$ cat src/rtl/seq_alu_pkg.sv
// Shared constants for the sequential ALU: opcodes, FSM encoding and flag bit positions.
package seq_alu_pkg;

    localparam logic [3:0] OP_ADD  = 4'h0;
    localparam logic [3:0] OP_SUB  = 4'h1;
    localparam logic [3:0] OP_MUL  = 4'h2;
    localparam logic [3:0] OP_DIV  = 4'h3;
    localparam logic [3:0] OP_AND  = 4'h4;
    localparam logic [3:0] OP_OR   = 4'h5;
    localparam logic [3:0] OP_NOT1 = 4'h6;
    localparam logic [3:0] OP_NOT2 = 4'h7;
    localparam logic [3:0] OP_XOR  = 4'h8;
    localparam logic [3:0] OP_XNOR = 4'h9;
    localparam logic [3:0] OP_NAND = 4'hA;
    localparam logic [3:0] OP_NOR  = 4'hB;
    localparam logic [3:0] OP_SHL  = 4'hC;
    localparam logic [3:0] OP_SHR  = 4'hD;
    localparam logic [3:0] OP_INC  = 4'hE;
    localparam logic [3:0] OP_DEC  = 4'hF;

    typedef logic [1:0] state_t;
    localparam state_t ST_IDLE = 2'd0;
    localparam state_t ST_BUSY = 2'd1;
    localparam state_t ST_DONE = 2'd2;

    // flags = {dz, carry, zero}
    localparam int FLAG_ZERO  = 0;
    localparam int FLAG_CARRY = 1;
    localparam int FLAG_DZ    = 2;

    function automatic logic is_iterative(input logic [3:0] opcode);
        return (opcode == OP_MUL) || (opcode == OP_DIV);
    endfunction

endpackage

$ cat src/rtl/seq_alu_muldiv.sv
// Iterative unsigned multiply (shift-add) and divide (restoring), one bit per cycle
// over WIDTH cycles, sharing a {hi, lo} accumulator.
module seq_alu_muldiv
    import seq_alu_pkg::*;
#(
    parameter int WIDTH = 8
) (
    input  logic             clk,
    input  logic             rst,
    input  logic             start_i,
    input  logic             div_i,
    input  logic [WIDTH-1:0] a_i,
    input  logic [WIDTH-1:0] b_i,
    output logic             done_o,
    output logic [WIDTH-1:0] result_o,
    output logic             carry_o,
    output logic             dz_o
);

    localparam int CW = (WIDTH > 1) ? $clog2(WIDTH) : 1;
    localparam logic [CW-1:0] LAST = CW'(WIDTH - 1);

    logic             running_q, running_d;
    logic [CW-1:0]    count_q, count_d;
    logic [WIDTH-1:0] hi_q, hi_d;
    logic [WIDTH-1:0] lo_q, lo_d;
    logic [WIDTH-1:0] b_q, b_d;
    logic             div_q, div_d;
    logic             dz_q, dz_d;

    logic [WIDTH:0]   add_sum;
    logic [WIDTH:0]   shifted;
    logic [WIDTH-1:0] trial;
    logic [WIDTH-1:0] step_hi;
    logic [WIDTH-1:0] step_lo;
    logic             last_step;

    // Multiply: hi accumulates, lo holds the multiplier and collects product bits.
    // Divide: hi is the partial remainder, lo shifts dividend out and quotient in.
    always_comb begin
        add_sum = {1'b0, hi_q} + {1'b0, (lo_q[0] ? b_q : '0)};
        shifted = {hi_q, lo_q[WIDTH-1]};
        trial   = shifted[WIDTH-1:0] - b_q;
        step_hi = '0;
        step_lo = '0;
        if (div_q) begin
            if (shifted >= {1'b0, b_q}) begin
                step_hi = trial;
                step_lo = {lo_q[WIDTH-2:0], 1'b1};
            end else begin
                step_hi = shifted[WIDTH-1:0];
                step_lo = {lo_q[WIDTH-2:0], 1'b0};
            end
        end else begin
            step_hi = add_sum[WIDTH:1];
            step_lo = {add_sum[0], lo_q[WIDTH-1:1]};
        end
    end

    assign last_step = running_q && (count_q == LAST);

    always_comb begin
        running_d = running_q;
        count_d   = count_q;
        hi_d      = hi_q;
        lo_d      = lo_q;
        b_d       = b_q;
        div_d     = div_q;
        dz_d      = dz_q;
        if (start_i) begin
            running_d = 1'b1;
            count_d   = '0;
            hi_d      = '0;
            lo_d      = div_i ? a_i : b_i;
            b_d       = div_i ? b_i : a_i;
            div_d     = div_i;
            dz_d      = div_i && (b_i == '0);
        end else if (running_q) begin
            hi_d    = step_hi;
            lo_d    = step_lo;
            count_d = count_q + 1'b1;
            if (last_step) begin
                running_d = 1'b0;
            end
        end
    end

    always_ff @(posedge clk) begin
        if (rst) begin
            running_q <= 1'b0;
            count_q   <= '0;
            hi_q      <= '0;
            lo_q      <= '0;
            b_q       <= '0;
            div_q     <= 1'b0;
            dz_q      <= 1'b0;
        end else begin
            running_q <= running_d;
            count_q   <= count_d;
            hi_q      <= hi_d;
            lo_q      <= lo_d;
            b_q       <= b_d;
            div_q     <= div_d;
            dz_q      <= dz_d;
        end
    end

    // Result is presented combinationally from the final step so the top can
    // capture it on the same edge that completes the last iteration.
    assign done_o   = last_step;
    assign result_o = step_lo;
    assign carry_o  = !div_q && (step_hi != '0);
    assign dz_o     = dz_q;

endmodule

$ cat src/rtl/seq_alu.sv
// Sequential ALU: single-cycle ops finish in one cycle, mul/div run in the
// iterative unit; results are held until the consumer takes them.
module seq_alu
    import seq_alu_pkg::*;
#(
    parameter int WIDTH = 8
) (
    input  logic             clk,
    input  logic             rst,
    input  logic             in_valid,
    output logic             in_ready,
    input  logic [WIDTH-1:0] op1,
    input  logic [WIDTH-1:0] op2,
    input  logic [3:0]       code,
    output logic             out_valid,
    input  logic             out_ready,
    output logic [WIDTH-1:0] out,
    output logic [2:0]       flags,
    output logic [1:0]       dbg_state
);

    // Handshake: a transfer happens on a rising edge where valid && ready are both
    // high; a result stays frozen while out_valid is high and out_ready is low.

    localparam logic [WIDTH-1:0] SHIFT_LIMIT = WIDTH'(WIDTH);

    state_t           state_q, state_d;
    logic [WIDTH-1:0] out_q, out_d;
    logic [2:0]       flags_q, flags_d;

    logic [WIDTH-1:0] alu_res;
    logic             alu_carry;
    logic [WIDTH:0]   wide;
    logic             shift_oob;

    logic             accept;
    logic             md_start;
    logic             md_done;
    logic [WIDTH-1:0] md_result;
    logic             md_carry;
    logic             md_dz;

    assign accept   = (state_q == ST_IDLE) && in_valid;
    assign md_start = accept && is_iterative(code);
    assign shift_oob = (op2 >= SHIFT_LIMIT);

    always_comb begin
        alu_res   = '0;
        alu_carry = 1'b0;
        wide      = '0;
        case (code)
            OP_ADD: begin
                wide      = {1'b0, op1} + {1'b0, op2};
                alu_res   = wide[WIDTH-1:0];
                alu_carry = wide[WIDTH];
            end
            OP_SUB: begin
                alu_res   = op1 - op2;
                alu_carry = (op1 < op2);
            end
            OP_AND:  alu_res = op1 & op2;
            OP_OR:   alu_res = op1 | op2;
            OP_NOT1: alu_res = ~op1;
            OP_NOT2: alu_res = ~op2;
            OP_XOR:  alu_res = op1 ^ op2;
            OP_XNOR: alu_res = ~(op1 ^ op2);
            OP_NAND: alu_res = ~(op1 & op2);
            OP_NOR:  alu_res = ~(op1 | op2);
            OP_SHL:  alu_res = shift_oob ? '0 : (op1 << op2);
            OP_SHR:  alu_res = shift_oob ? '0 : (op1 >> op2);
            OP_INC: begin
                wide      = {1'b0, op1} + (WIDTH+1)'(1);
                alu_res   = wide[WIDTH-1:0];
                alu_carry = wide[WIDTH];
            end
            OP_DEC: begin
                alu_res   = op1 - WIDTH'(1);
                alu_carry = (op1 == '0);
            end
            default: begin
                alu_res   = '0;
                alu_carry = 1'b0;
            end
        endcase
    end

    seq_alu_muldiv #(
        .WIDTH(WIDTH)
    ) u_muldiv (
        .clk     (clk),
        .rst     (rst),
        .start_i (md_start),
        .div_i   (code == OP_DIV),
        .a_i     (op1),
        .b_i     (op2),
        .done_o  (md_done),
        .result_o(md_result),
        .carry_o (md_carry),
        .dz_o    (md_dz)
    );

    always_comb begin
        state_d = state_q;
        out_d   = out_q;
        flags_d = flags_q;
        case (state_q)
            ST_IDLE: begin
                if (in_valid) begin
                    if (is_iterative(code)) begin
                        state_d = ST_BUSY;
                    end else begin
                        state_d                 = ST_DONE;
                        out_d                   = alu_res;
                        flags_d                 = '0;
                        flags_d[FLAG_CARRY]     = alu_carry;
                        flags_d[FLAG_ZERO]      = (alu_res == '0);
                    end
                end
            end
            ST_BUSY: begin
                if (md_done) begin
                    state_d             = ST_DONE;
                    out_d               = md_result;
                    flags_d[FLAG_DZ]    = md_dz;
                    flags_d[FLAG_CARRY] = md_carry;
                    flags_d[FLAG_ZERO]  = (md_result == '0);
                end
            end
            ST_DONE: begin
                if (out_ready) begin
                    state_d = ST_IDLE;
                end
            end
            default: state_d = ST_IDLE;
        endcase
    end

    always_ff @(posedge clk) begin
        if (rst) begin
            state_q <= ST_IDLE;
            out_q   <= '0;
            flags_q <= '0;
        end else begin
            state_q <= state_d;
            out_q   <= out_d;
            flags_q <= flags_d;
        end
    end

    assign in_ready  = (state_q == ST_IDLE);
    assign out_valid = (state_q == ST_DONE);
    assign out       = out_q;
    assign flags     = flags_q;
    assign dbg_state = state_q;

    a_hold_stable: assert property (@(posedge clk) disable iff (rst)
        (out_valid && !out_ready) |=> (out_valid && $stable(out) && $stable(flags)));

    a_ready_only_idle: assert property (@(posedge clk) disable iff (rst)
        in_ready |-> (state_q == ST_IDLE));

endmodule

$ cat config.mk
export PLATFORM = sky130hd
export DESIGN_NAME = seq_alu
export DESIGN_NICKNAME = d
export VERILOG_FILES = /design/src/rtl/seq_alu_pkg.sv /design/src/rtl/seq_alu_muldiv.sv /design/src/rtl/seq_alu.sv
export SDC_FILE = /design/constraint.sdc
export NUM_CORES = 1
export LEC_CHECK = 0
export ABC_AREA = 0
export CORE_UTILIZATION = 65
export DETAILED_ROUTE_END_ITERATION = 16
export MAX_ROUTING_LAYER = met4
export PLACE_DENSITY = 0.88
export SKIP_CTS_REPAIR_TIMING = 1
export SLEW_MARGIN = 20
export SYNTH_ARGS = -nofsm -noshare
export SYNTH_HDL_FRONTEND = slang
export SYNTH_SLANG_ARGS = --single-unit
$ cat constraint.sdc
create_clock -name clk -period 7.6 [get_ports clk]
set_clock_uncertainty 0.05 [all_clocks]
set_input_delay 1.9 -clock clk [delete_from_list [all_inputs] [get_ports clk]]
set_output_delay 1.9 -clock clk [all_outputs]
set_load 0.02 [all_outputs]
## After elaboration in Yosys (flattened, before gate mapping)

Index checks and enable logic that the tools add are counted.

- $lt $le $gt $ge: 3
- Add/subtract/negate cells: 7
- Reductions and logical operators: 19
- Shift-type cells: 2
- Bitwise logic cells: 8
- Equal/unequal tests: 22
- Multiplexer cells: 29

Operator list:

| kind | count |
|---|---|
| one-hot mux 8 bit (14 select lines) | 1 |
| 2-to-1 mux 8 bit | 13 |
| NOT 8 bit | 5 |
| equality test 4 bit (second input constant) | 8 |
| zero test 8 bit | 4 |
| adder 8 x 8 -> 9 bit | 2 |
| equality test 4 x 3 -> 1 bit (second input constant) | 4 |
| one-hot mux 8 bit (2 select lines) | 1 |
| subtractor 8 bit | 2 |
| adder 8 x 1 -> 9 bit (second input constant) | 1 |
| >= comparator 9 x 8 -> 1 bit | 1 |
| 2-to-1 mux 3 bit | 3 |
| bitwise AND 8 bit | 1 |
| equality test 4 x 2 -> 1 bit (second input constant) | 2 |
| >= comparator 8 x 4 -> 1 bit (second input constant) | 1 |
| less-than comparator 8 bit | 1 |
| 2-to-1 mux 2 bit | 4 |
| OR 8 bit | 1 |
| nonzero test 8 bit | 1 |
| << shifter 8 x 8 -> 8 bit | 1 |
| right shift 8 x 8 -> 8 bit | 1 |
| subtractor 8 x 1 -> 8 bit (second input constant) | 1 |
| XOR 8 bit | 1 |
| != test 2 bit (second input constant) | 3 |
| 19 further kinds | 27 |

- Word-level logic and storage cells: 100
- Output and inout bits: 15
- Bits in registers: 43

## Longest topological paths before layout

- Depth in word-level cells: 7
- Mapped depth: 13
- Gate-level depth less buffers: 12

## Hierarchy

A second synthesis with hierarchy kept.

- Cells, all modules: 749
- Area total of the unflattened synthesis: 5775.5 um^2

Modules (own cells, without submodules):

| module | cells each | area each (um^2) | times used |
|---|---|---|---|
| seq_alu | 455 | 3350.7 | 1 |
| seq_alu_muldiv | 294 | 2424.8 | 1 |

## Worst setup path after synthesis

OpenSTA, ideal clock, no wires.

- Path type: input -> register
- Start point: in op1[0]
- End point: reg flags_q[0], in the netlist flags[0]
- Path buffers: 1
- Library setup time: 87 ps
- Data arrival time: 4319 ps
- Required time: 7463 ps
- Slack: 3144 ps
- Stages: 12
- Path through: clkbuf_1 -> inv_1 -> ha_1 -> inv_1 -> fa_1 -> o2bb2ai_1 -> nand2_1 -> a21oi_1 -> nor4_1 -> nand3_1 -> or4_1 -> o31ai_1

- Word-level cells in the longest chain between the ends: 7
- Elaborated cells between the ends (all ways): 20
- Those cells by class: 4 x add/sub; 2 x shift; 6 x mux; 7 x bitwise; 1 x reduce/logical

RTL lines:

| item | line | text |
|---|---|---|
| start: declaration | seq_alu.sv:12 | `input logic [WIDTH-1:0] op1,` |
| branches (longest 2 deep; another with subtractor 8 x 1 -> 8 bit) | n/a |  |
| one-hot mux 8 bit (14 select lines) (*) | seq_alu.sv:51 | `case (code)` |
| zero test 8 bit (*) | seq_alu.sv:116 | `flags_d[FLAG_ZERO] = (alu_res == '0);` |
| 2-to-1 mux 3 bit (*) | seq_alu.sv:109 | `if (is_iterative(code)) begin` |
| 2-to-1 mux 3 bit (*) | seq_alu.sv:108 | `if (in_valid) begin` |
| one-hot mux 3 bit (2 select lines) (*) | seq_alu.sv:106 | `case (state_q)` |
| end signal: assignment | seq_alu.sv:146 | `flags_q <= flags_d;` |
| end: declaration | seq_alu.sv:29 | `logic [2:0] flags_q, flags_d;` |

Every way passes the cells marked *. The select of a mux whose other input is x is not followed.
A chain may end at the register's enable or synchronous reset.

## Worst setup path in the final report

- Start point: in op2[1]
- End point: reg out_q[5], in the netlist out[5]

- Word-level cells in the longest chain between the ends: 6
- Elaborated cells between the ends (all ways): 11
- Those cells by class: 2 x add/sub; 1 x order compare; 2 x shift; 6 x mux

RTL lines:

| item | line | text |
|---|---|---|
| start: declaration | seq_alu.sv:13 | `input logic [WIDTH-1:0] op2,` |
| >= comparator 8 x 4 -> 1 bit (tied with other cells) | seq_alu.sv:45 | `assign shift_oob = (op2 >= SHIFT_LIMIT);` |
| 2-to-1 mux 8 bit (on tied branches) | seq_alu.sv:70, seq_alu.sv:69 |  |
| one-hot mux 8 bit (14 select lines) (*) | seq_alu.sv:51 |  |
| 2-to-1 mux 8 bit (*) | seq_alu.sv:109 |  |
| 2-to-1 mux 8 bit (*) | seq_alu.sv:108 |  |
| one-hot mux 8 bit (2 select lines) (*) | seq_alu.sv:106 |  |
| end signal: assignment | seq_alu.sv:145 | `out_q <= out_d;` |
| end: declaration | seq_alu.sv:28 | `logic [WIDTH-1:0] out_q, out_d;` |

Mark *: on every way between the ends. The rest lies on a longest branch, timed or not. The select of a mux whose other input is x is not followed.

==> flow_summary.yaml <==
run_status:
  run_status: "finished clean"
detailed_routing:
  wire_per_inst_microns: 20.8
  drt_iter0_markers: 484
  drt_pass1_iterations: 5
  routed_wl_microns: 16700
  vias_per_cell: 7.00
  via_count: 5612
  drcViolationCount: 0
  postRouteAntennaNets: 0
floorplanning:
  coreArea_sq_um: 7810
  die_area_sq_um: 8490
  io_pins: 39
  fp-row-count: 32
  fp.dieH_microns: 92.1
  die_x_microns: 92.1
  start_util_pct: 67.6
cells_and_area:
  n_antenna_cell: 0
  syn2layout_area_growth_pct: 8.08
  layout.nets: 772
  fillers: 647
  drive_gt1_share_pct: 5.71
  layout_commonest_cell: "nor2_1"
  fin_util_pct: 73.1
  layout_common_cells: "nor2_1, a21oi_1, nand2_1, ha_1, dfxtp_1"
clock_network:
  cts.sinks: 43
  cts_buffer_depth: 2
  cts_buffers: 5
  clk_latency_ns: 0.31
  path_clk_slew_ns: 0.09
  cts_tree: "done"
  cts-root-buf: "clkbuf_8"
  htreeDepth: 2
global_route:
  track_usage_pct: 41.2
  grt_pass1_vias: 5285
  grt_start_max_net_pins: 36
  antenna_found_initial: 0
  grt_pass1_wl_microns: 26900
  grt_overflow_total: 0
hold_path:
  hp-class: "reg2reg"
job:
  drv_cap: 0
yosys:
  synth_edf_count: 0
  netlist_area_sq_um: 5280
  synth.avg_cell_area_sq_um: 7.51
  yosysUniqueCellTypes: 63
  synth_warnings: 0
  yosysSeqAreaShare_pct: 16.3
  synth_cells: 703
  async_flop_share_pct: 0
  ys.flop_type: "dfxtp_1"
  synth_seq_cells: 43
  syn_nets: 776
placement:
  place_hpwl_microns: 12400
  portBuffers: 38
  dp_slack_ns: 1.56
  gp_congestion: 0.980
setup_path:
  worstPathMaxFanout: 23
  rrSetupSlack_ns: 4.26
  required_ns: 7.74
  crit_type: "in2reg"
  arrival_ns: 6.14
  worstSetupStartpointType: "input port"
  end_kind: "register"
power_and_ir_drop:
  pwr_density_cell_nw_per_um2: 119
  p_leak_nw: 2.12
  ir_drop_v: 0.0000959
timing:
  layout_setup_ws_ns: 1.59
  layout_worst_path_cycle_share_pct: 79.0
  fmax_mhz: 166
  hold_violations: 0
  grt_setup_unrepaired: "no"
  fin_setup_tns_ns: 0
  relSlewSlack_pct: 25.0
  final_max_slew_viol_count: 0
  worst_slew_pin_slew_ns: 1.12
  final-setup-viol-count: 0
  hold_ws_ns: 0.408
  finalCriticalPeriod_ns: 6.01
[per-layer routing]
metal	track usage, %	wire (microns)	vias up
met5	-	0	-
met4	19.4	780	0
met3	5.64	1430	80
met2	70.1	8170	354
met1	47.8	6290	2606
li1	-	-	2572
[report_power, final]
group,switching (mW),internal [mW],leakage [nW]
sequential,0.00974,0.235,0.349
clock,0.0885,0.0658,0.0408
combinational,0.166,0.111,1.73
[Yosys cell counts (5+ instances only)]
| cell | n | area, sq um |
|---|---|---|
| nor2b_1 | 7 | 43.8 |
| clkbuf_1 | 33 | 124 |
| nand2b_1 | 15 | 93.8 |
| a211oi_1 | 26 | 195 |
| o22ai_1 | 6 | 37.5 |
| dfxtp_1 | 43 | 861 |
| xnor2_1 | 14 | 123 |
| nand3b_1 | 5 | 37.5 |
| o221ai_1 | 8 | 70.1 |
| nand3_1 | 19 | 95.1 |
| o21ai_0 | 30 | 150 |
| xor2_1 | 9 | 78.8 |
| or3_1 | 5 | 31.3 |
| buf_2 | 15 | 75.1 |
| nor2_1 | 80 | 300 |
| nand4_1 | 9 | 56.3 |
| mux2i_1 | 42 | 420 |
| ha_1 | 45 | 563 |
| mux4_2 | 9 | 203 |
| buf_1 | 5 | 18.8 |
| a211o_1 | 5 | 43.8 |
| o211ai_1 | 7 | 52.6 |
| mux2_2 | 8 | 90.1 |
| nor4_1 | 7 | 43.8 |
| a21oi_1 | 64 | 320 |
| nor3_1 | 18 | 90.1 |
| a21o_1 | 9 | 67.6 |
| nand2_1 | 45 | 169 |
| and2_1 | 10 | 62.6 |
| inv_1 | 35 | 131 |
[path summary, 6_finish.rpt]
path                                         endpoint                          start  depth (start not counted)
worst max-delay path              out[5]$_SDFFE_PP0P_                         op2[1]                         11
worst min-delay path              out[4]$_SDFFE_PP0P_            out[4]$_SDFFE_PP0P_                          2
worst min register to register    out[4]$_SDFFE_PP0P_            out[4]$_SDFFE_PP0P_                          2
worst max register to register  flags[1]$_SDFFE_PP0P_  u_muldiv.lo_q[0]$_SDFFE_PP0P_                         11
[final cells by class]
type                    count  area [sq um]  share of cell area [%]
flip-flops and latches     43           861                    15.1
clock inverters             3          23.8                   0.416
multi-input cells         572          4090                    71.6
clock buffers               5          68.8                    1.21
well taps                 102           128                    2.24
inverters                  35           131                    2.30
repair buffers             42           410                    7.19
[worst max-delay path, cell delays in order]
cell	delay [ns]
clkdlybuf4s50_1	1.17
inv_1	0.32
ha_1	0.43
o21bai_1	0.16
a2111oi_0	0.63
o22a_1	0.26
a21oi_1	0.08
nor4_1	0.75
a221oi_1	0.20
a21oi_1	0.18
nor2_1	0.06
[metrics by stage]
step / instance area (sq um) / power (mW) / instances
finish: 5710 / 0.677 / 802
global route: 5710 / 0.706 / 802
CTS: 5700 / 0.668 / 802
detailed placement: 5600 / 0.518 / 794
global placement: 5600 / 0.511 / 794
floorplan: 5280 / 0.437 / 703
[flip-flops by register name, indices dropped and copies added (netlist names)]
| register | cells |
|---|---|
| u_muldiv.hi_q | 8 |
| flags | 3 |
| out | 8 |
| u_muldiv.div_q | 1 |
| u_muldiv.count_q | 3 |
| dbg_state | 2 |
| u_muldiv.b_q | 8 |
| u_muldiv.running_q | 1 |
| u_muldiv.dz_o | 1 |
| u_muldiv.lo_q | 8 |
[logic make-up after synthesis]
| group | after synthesis | synth area share (%) |
|---|---|---|
| compound gates | 199 | 24.9 |
| simple gates | 242 | 22.7 |
| mux | 59 | 13.5 |
| xor+xnor | 23 | 3.81 |
| flops | 43 | 16.3 |
| buf+inv | 88 | 6.61 |
| fa+ha+maj | 49 | 12.2 |
No activity file was read; power rests on OpenSTA's default activity.
